File: src/rtl/div_seq_ctrl.sv
// Sequential restoring divider for DIV/DIVU: one quotient bit per cycle, result {remainder, quotient}.
// Ready WIDTH+1 edges after start (2 for a zero divisor). Optional DIV_ZERO_TRAP_EN adds the div_zero_o pulse.
module div_seq_ctrl #(
   parameter int WIDTH = 32,
   parameter int CNT_W = 6
) (
   input  logic                 clk,
   input  logic                 rst,
   input  logic                 start_i,
   input  logic                 signed_i,
   input  logic                 annul_i,
   input  logic [WIDTH-1:0]     dividend_i,
   input  logic [WIDTH-1:0]     divisor_i,
   output logic                 busy_o,
   output logic                 ready_o,
   output logic [2*WIDTH-1:0]   result_o
`ifdef DIV_ZERO_TRAP_EN
   ,
   output logic                 div_zero_o
`endif
);

   typedef enum logic [1:0] {S_IDLE, S_BYZERO, S_ON, S_END} state_t;

   localparam logic [CNT_W-1:0] LAST = CNT_W'(WIDTH - 1);

   state_t             state;
   logic [CNT_W-1:0]   cnt;
   logic [WIDTH-1:0]   dvd;   // shifts dividend bits out the top, quotient bits in the bottom
   logic [WIDTH-1:0]   dvs;
   logic [WIDTH:0]     rem;
   logic               neg_q;
   logic               neg_r;

   logic [WIDTH:0]     rem_sh;
   logic [WIDTH:0]     diff;
   logic               q_bit;
   logic [WIDTH-1:0]   quo_nxt;
   logic [WIDTH-1:0]   rem_nxt;
   logic [WIDTH-1:0]   dvd_abs;
   logic [WIDTH-1:0]   dvs_abs;

   assign rem_sh  = {rem[WIDTH-1:0], dvd[WIDTH-1]};
   assign diff    = rem_sh - {1'b0, dvs};
   assign q_bit   = ~diff[WIDTH];
   assign quo_nxt = {dvd[WIDTH-2:0], q_bit};
   assign rem_nxt = q_bit ? diff[WIDTH-1:0] : rem_sh[WIDTH-1:0];

   assign dvd_abs = (signed_i && dividend_i[WIDTH-1]) ? -dividend_i : dividend_i;
   assign dvs_abs = (signed_i && divisor_i[WIDTH-1])  ? -divisor_i  : divisor_i;

   assign busy_o  = (state == S_BYZERO) || (state == S_ON);

   always_ff @(posedge clk) begin
      if (rst) begin
         state    <= S_IDLE;
         cnt      <= '0;
         dvd      <= '0;
         dvs      <= '0;
         rem      <= '0;
         neg_q    <= 1'b0;
         neg_r    <= 1'b0;
         ready_o  <= 1'b0;
         result_o <= '0;
`ifdef DIV_ZERO_TRAP_EN
         div_zero_o <= 1'b0;
`endif
      end else begin
`ifdef DIV_ZERO_TRAP_EN
         div_zero_o <= 1'b0;
`endif
         case (state)
            S_IDLE: begin
               if (start_i && !annul_i) begin
                  neg_q <= signed_i & (dividend_i[WIDTH-1] ^ divisor_i[WIDTH-1]);
                  neg_r <= signed_i & dividend_i[WIDTH-1];
                  if (divisor_i == '0) begin
                     state <= S_BYZERO;
                  end else begin
                     dvd   <= dvd_abs;
                     dvs   <= dvs_abs;
                     rem   <= '0;
                     cnt   <= '0;
                     state <= S_ON;
                  end
               end
            end
            S_BYZERO: begin
               if (annul_i) begin
                  state <= S_IDLE;
               end else begin
                  state    <= S_END;
                  ready_o  <= 1'b1;
                  result_o <= '0;
`ifdef DIV_ZERO_TRAP_EN
                  div_zero_o <= 1'b1;
`endif
               end
            end
            S_ON: begin
               if (annul_i) begin
                  state <= S_IDLE;
               end else begin
                  dvd <= quo_nxt;
                  rem <= q_bit ? diff : rem_sh;
                  cnt <= cnt + 1'b1;
                  if (cnt == LAST) begin
                     // sign fix-up folded into the final step so result and ready land together
                     state    <= S_END;
                     ready_o  <= 1'b1;
                     result_o <= {neg_r ? -rem_nxt : rem_nxt, neg_q ? -quo_nxt : quo_nxt};
                  end
               end
            end
            S_END: begin
               if (annul_i || !start_i) begin
                  state    <= S_IDLE;
                  ready_o  <= 1'b0;
                  result_o <= '0;
               end
            end
            default: state <= S_IDLE;
         endcase
      end
   end

endmodule

File: config.mk
export PLATFORM = sky130hd
export DESIGN_NAME = div_seq_ctrl
export DESIGN_NICKNAME = d
export VERILOG_FILES = /design/src/rtl/div_seq_ctrl.sv
export SDC_FILE = /design/constraint.sdc
export NUM_CORES = 1
export LEC_CHECK = 0
export BUFFER_PORTS_ARGS = -buffer_cell sky130_fd_sc_hd__buf_4
export CORE_ASPECT_RATIO = 1.4
export CORE_MARGIN = 2
export CORE_UTILIZATION = 55
export DETAILED_ROUTE_END_ITERATION = 16
export GPL_TIMING_DRIVEN = 0
export PLACE_DENSITY = 0.76
export SLEW_MARGIN = 40
export SYNTH_ARGS = -nofsm -noshare
export SYNTH_HDL_FRONTEND = slang
export SYNTH_SLANG_ARGS = --single-unit
File: constraint.sdc
create_clock -name clk -period 10.9 [get_ports clk]
set_input_delay 1.635 -clock clk [delete_from_list [all_inputs] [get_ports clk]]
set_output_delay 1.635 -clock clk [all_outputs]
set_load 0.05 [all_outputs]
; Yosys cells after proc, flatten, opt, wreduce, memory -nomap -nowiden
; Index checks and enable logic that the tools add are counted.
[totals]
regBits = 171
out_inout_bits = 66
wordCells = 82
[classes]
add_sub_neg = 6
n_eq_ne = 11
n_mux = 35
n_bitwise = 5
n_reduce_logical = 16
[op_table]
columns = op, n
row1 = $mux 32, 12
row2 = $mux 64, 4
row3 = $pmux 64 s3, 1
row4 = $neg 32->32, 4
row5 = $pmux 32 s2, 2
row6 = $sub 33x32->33, 1
row7 = $logic_not 32->1, 1
row8 = $mux 6, 3
row9 = $mux 2, 6
row10 = $pmux 6 s2, 1
row11 = $ne 2x2->1 const B, 5
row12 = $pmux 2 s4, 1
row13 = $add 6x1->6 const B, 1
row14 = $eq 6x5->1 const B, 1
row15 = $reduce_and 3->1, 2
row16 = $reduce_and 5->1, 1
row17 = $eq 2x2->1 const B, 2
row18 = $mux 1, 4
row19 = $reduce_and 4->1, 1
row20 = $logic_and 1x1->1, 3
row21 = $ne 3x2->1 const B, 1
row22 = $pmux 1 s3, 1
row23 = $reduce_bool 3->1, 1
row24 = $and 1x1->1, 2
row25 = other kinds (9), 12

; Logic depth before layout (Yosys ltp)
[logic_depth]
word_depth = 7
depth_mapped = 25
mapped_depth_nobuf = 21

; Worst setup path before layout
; Ideal clock, no wire load.
[synth_path]
kind = in2reg
startpoint = in divisor_i[6]
endpoint = reg dvd[1]
arrival_ns = 4.585
slack_ns = 6.187
cell_stages = 13
path_cell_list = or4_4 or4_4 or3b_4 or3_4 nand2b_4 or3_4 nand3_2 a21o_4 buf_8 buf_6 nor2_1 a21oi_1 nor2_1
[synth_between]
elab_chain_cells = 3
[synth_lines]
columns = item, line_no
row1 = "start, declared", 13  ; input logic [WIDTH-1:0] divisor_i,
row2 = $logic_not 32->1, 77  ; if (divisor_i == '0) begin
row3 = $ne 2x2->1 (no line), n/a
row4 = $reduce_and 4->1 (no line), n/a
row5 = "end signal, assigned", 80  ; dvd <= dvd_abs;
row6 = "end signal, assigned", 104  ; dvd <= quo_nxt;
row7 = "end, declared", 29  ; logic [WIDTH-1:0] dvd;
; Every way passes these cells.
; A chain may end at the register's enable or synchronous reset.

; Final worst setup path
[layout_path]
startpoint = reg rem[20]
endpoint = reg result_o[60]
[layout_between]
elab_chain_cells = 7
[layout_lines]
columns = item, line_no
row1 = "start, declared", 31  ; logic [WIDTH:0] rem;
row2 = "start signal, assigned", 105  ; rem <= q_bit ? diff : rem_sh;
row3 = $sub 33x32->33, 44  ; assign diff = rem_sh - {1'b0, dvs};
row4 = $mux 32 *, 47  ; assign rem_nxt = q_bit ? diff[WIDTH-1:0] : rem_sh[WIDTH-1:0];
row5 = $neg 32->32, 111  ; result_o <= {neg_r ? -rem_nxt : rem_nxt, neg_q ? -quo_nxt : quo_nxt};
row6 = $mux 32 *, 111
row7 = $mux 64 *, 107  ; if (cnt == LAST) begin
row8 = $mux 64 *, 101  ; if (annul_i) begin
row9 = $pmux 64 s3 *, 72  ; case (state)
row10 = "end signal, assigned", 111
row11 = "end, declared", 16  ; output logic [2*WIDTH-1:0] result_o
; Mark *: on every way between the ends. The rest lies on a longest branch, timed or not. The select of a mux whose other input is x is not followed.

==> summary.md <==
| Metric | Value |
|---|---|
| Status | `completed` |
| # resized after CTS | `0` |
| Ys flop type | `dfxtp_1` |
| Rows | `63` |
| Sequential power share | `~28%` |
| Detailed Routing Iterations Pass 1 | `6` |
| # setup viols final | `0` |
| CTS Hold Bufs | `0` |
| H-tree levels | `4` |
| Dominant cell type by area after synthesis | `dfxtp_1` |
| Area growth syn-to-layout | `16.7%` |
| Antenna violations before repair | `0` |
| DR vias | `between 10k and 15k` |
| GRT Residual Overflow | `0` |
| EDFF count, synth | `0` |
| Width of the die | `about 130 um` |
| Post-DP HPWL | `between 30 and 40 mm` |
| Share of layout cells above drive strength 1 | `about an eighth` |
| Num ports | `135` |
| Final Wtd Congestion | `~0.96` |
| Worst slack at placement | `4.48 ns` |
| # clock sinks | `171` |
| Gate count of the mapped netlist | `1,598` |
| Clock Tree Buf Depth | `2` |
| Largest net degree at the start of global routing | `17` |
| RSZ-0062 raised after global routing | `no` |
| Wire length per cell | `roughly 21 um` |
| Initial Utilization | `55.9%` |
| Final instance area | `roughly 14,000 um^2` |
| Critical path class | `reg -> reg` |
| CTS tree | `yes` |
| Post-CTS Setup Bufs | `0` |
| Worst hold-check path type | `reg -> reg` |
| Max cap viols | `0` |
| Yosys reg bits | `roughly 170` |
| Vias in the first global route | `about 12k` |
| Worst setup margin | `between 4 and 5 ns` |
| Yosys Warn Count | `0` |
| Synth top area cells | `dfxtp_1 29%, nand2_1 7.2%, xor2_1 5.6%, a21oi_1 4.9%, o21ai_0 4.8%` |
| Leakage power | `around 5.5 nW` |
| CP Data Arrival Time | `~7 ns` |
| Async SR Flop Fraction | `0%` |
| DRT iter0 DRCs | `847` |
| Final Hold Fails | `0` |
| Period Utilization, post-route | `roughly three fifths` |
| Final core occ | `between 60 and 70%` |
| CP Max Fanout | `10` |
| Int Pwr | `about 1.5 mW` |
| Max_slew headroom | `a little under two fifths` |
| R2R setup slack | `~4.3 ns` |
| Worst hold start | `result_o[57]$_SDFFE_PP0P_` |
| Avg Inst Size Synth | `about 7.4 um^2` |
| Critical Path End Type | `flip-flop` |
| Switching power share of the total | `a little under half` |
| Hold endpoint | `result_o[57]$_SDFFE_PP0P_` |
| FMAX | `151 MHz` |
| Antenna-violating nets left | `0` |
| Crit start category | `flip-flop` |
| Post-synthesis sequential area ratio | `28.9%` |
| Total Neg Setup Slack | `0 ns` |
| Fin. max-slew vios | `0` |
| Cell Area, Synth | `11,900 um^2` |
| Part of the power in the clock network | `24.6%` |
| Minimum clock period | `approximately 6.6 ns` |
| Number of port buffers | `132` |
| Cells on Worst Hold Path | `2` |
| Post-DR vias/cell | `between 6 and 7` |
| GRT Resource Usage Total | `between 30 and 40%` |
| Fillers | `1,978` |
| R2R cell count | `21` |
| Net switching power figure | `roughly 1.2 mW` |
| Final WL | `approximately 42 mm` |
| Worst Path Required | `approximately 11 ns` |
| Worst reg2reg endpoint | `result_o[60]$_SDFFE_PP0P_` |
| Comb power frac | `roughly 47%` |
| Post-placement cell area | `13,200 um^2` |
| Clock-pin slew on the worst setup and hold paths | `approximately 0.07 ns` |
| Netlist cell types | `80` |
| Top-area cell type share of the netlist area | `a little under 30%` |
| Syn_nets | `roughly 1.7k` |
| First-pass GRT wire length | `between 60 and 70 mm` |
| Worst-Skew Late Latency | `~0.45 ns` |
| Worst R2R Start | `rem[20]$_SDFFE_PP0P_` |
| VDD IR max | `135 uV` |
| Cts bufs inserted | `17` |
| Root Driver | `clkbuf_16` |
| Core area | `approximately 21,000 um^2` |
| Worst-Margin Slew | `0.918 ns` |
| Layout Nets | `1,861` |
| Pwr/cell area | `roughly 200 nW/um^2` |
| Die Y | `178 um` |
| Die area | `22,800 um^2` |
| Number of remaining DRC errors | `0` |
| Clock Skews | `roughly 0.0099 ns` |
==> placed cells by master (no fill, tap or decap), types with 15 or more instances in the layout <==
cell type  instances
a211oi_1          46
a21oi_1          116
a22oi_1           37
buf_4            133
clkbuf_1          81
clkbuf_16         17
dfxtp_1          171
ha_1              41
inv_1             62
nand2_1          227
nand3_1           55
nand4_1           15
nor2_1           149
nor3_1            39
o211ai_1          20
o21ai_0          114
o31ai_1           23
o41ai_1           17
or3_1             29
xnor2_1           59
xor2_1            76
==> power by group through the flow <==
| stage | registers (mW) | clock network (mW) | logic, mW |
|---|---|---|---|
| floorplan | 0.768 | 0 | 0.855 |
| global placement | 0.773 | 0 | 1.23 |
| detailed placement | 0.776 | 0 | 1.25 |
| CTS | 0.761 | 0.672 | 1.26 |
| global route | 0.770 | 0.694 | 1.39 |
| finish | 0.767 | 0.669 | 1.29 |
==> cells in the mapped netlist, types with 23 or more instances <==
library cell / instances
nand2_1: 227
dfxtp_1: 171
nor2_1: 149
a21oi_1: 116
o21ai_0: 114
clkbuf_1: 81
xor2_1: 76
inv_1: 62
xnor2_1: 59
nand3_1: 55
a211oi_1: 46
ha_1: 41
nor3_1: 40
a22oi_1: 37
or3_1: 29
o31ai_1: 23
==> flip-flops by register name (all words and copies together) (netlist names), 2 cells and up <==
name and flops:
rem 32, result_o 64, state 2, dvs 32, dvd 32, cnt 6
==> logic make-up after synthesis <==
group           synth area share (%)
compound gates                  25.1
xor+xnor                        9.98
fa+ha+maj                       4.50
buf+inv                         5.89
flops                           28.9
mux                             1.95
simple gates                    23.7
==> routing by layer <==
layer	wire length [um]	global-route usage, %	up-vias
met3	2390	5.46	190
met4	3560	29.0	0
met1	14300	36.8	5930
met2	21300	66.1	508
li1	-	-	6039
met5	0	0	-
==> per-stage QoR <==
| step | instances | hold WS (ns) | total power [mW] |
|---|---|---|---|
| floorplan | 1598 | 0.446 | 1.62 |
| global placement | 1990 | 0.438 | 2.00 |
| detailed placement | 1991 | 0.443 | 2.02 |
| CTS | 2023 | 0.459 | 2.69 |
| global route | 2023 | 0.491 | 2.86 |
| finish | 2024 | 0.451 | 2.72 |
==> worst max-delay path by stage <==
stage / slack [ns] / startpoint / to / cells after the start
detailed placement: 4.48 / rem[20]$_SDFFE_PP0P_ / result_o[60]$_SDFFE_PP0P_ / 21
finish: 4.29 / rem[20]$_SDFFE_PP0P_ / result_o[60]$_SDFFE_PP0P_ / 21
global placement: 4.51 / rem[20]$_SDFFE_PP0P_ / result_o[60]$_SDFFE_PP0P_ / 21
global route: 3.78 / rem[6]$_SDFFE_PP0P_ / result_o[56]$_SDFFE_PP0P_ / 22
floorplan: 6.19 / divisor_i[6] / dvd[1]$_SDFFE_PP0P_ / 13
CTS: 4.47 / rem[20]$_SDFFE_PP0P_ / result_o[60]$_SDFFE_PP0P_ / 21
==> worst max-delay path, cell delays in order, from the launching register on <==
cell,delay [ns]
dfxtp_1,0.47
ha_1,0.36
a21oi_1,0.40
o21ai_0,0.26
a211oi_1,0.35
o22a_1,0.20
o211a_1,0.14
buf_2,0.24
buf_1,0.49
buf_1,0.57
buf_1,0.53
o21ai_0,0.24
inv_1,0.10
ha_1,0.25
o21ai_0,0.12
nor4_1,0.45
nand4_1,0.19
nand3_1,0.26
a31oi_1,0.23
mux2_2,0.32
a211oi_1,0.19
o21ai_0,0.10
==> layout make-up <==
type                       count  area [um^2]  area share, %
clock inverter                12          180           1.30
buffer                       101          462           3.34
multi-input combinational   1263         7740           55.9
inverter                      63          236           1.71
timing repair buffer         133          998           7.22
antenna                        1         2.50         0.0181
clock buffer                  20          467           3.37
tap                          260          325           2.35
sequential                   171         3420           24.7
No activity file was read; power rests on OpenSTA's default activity.
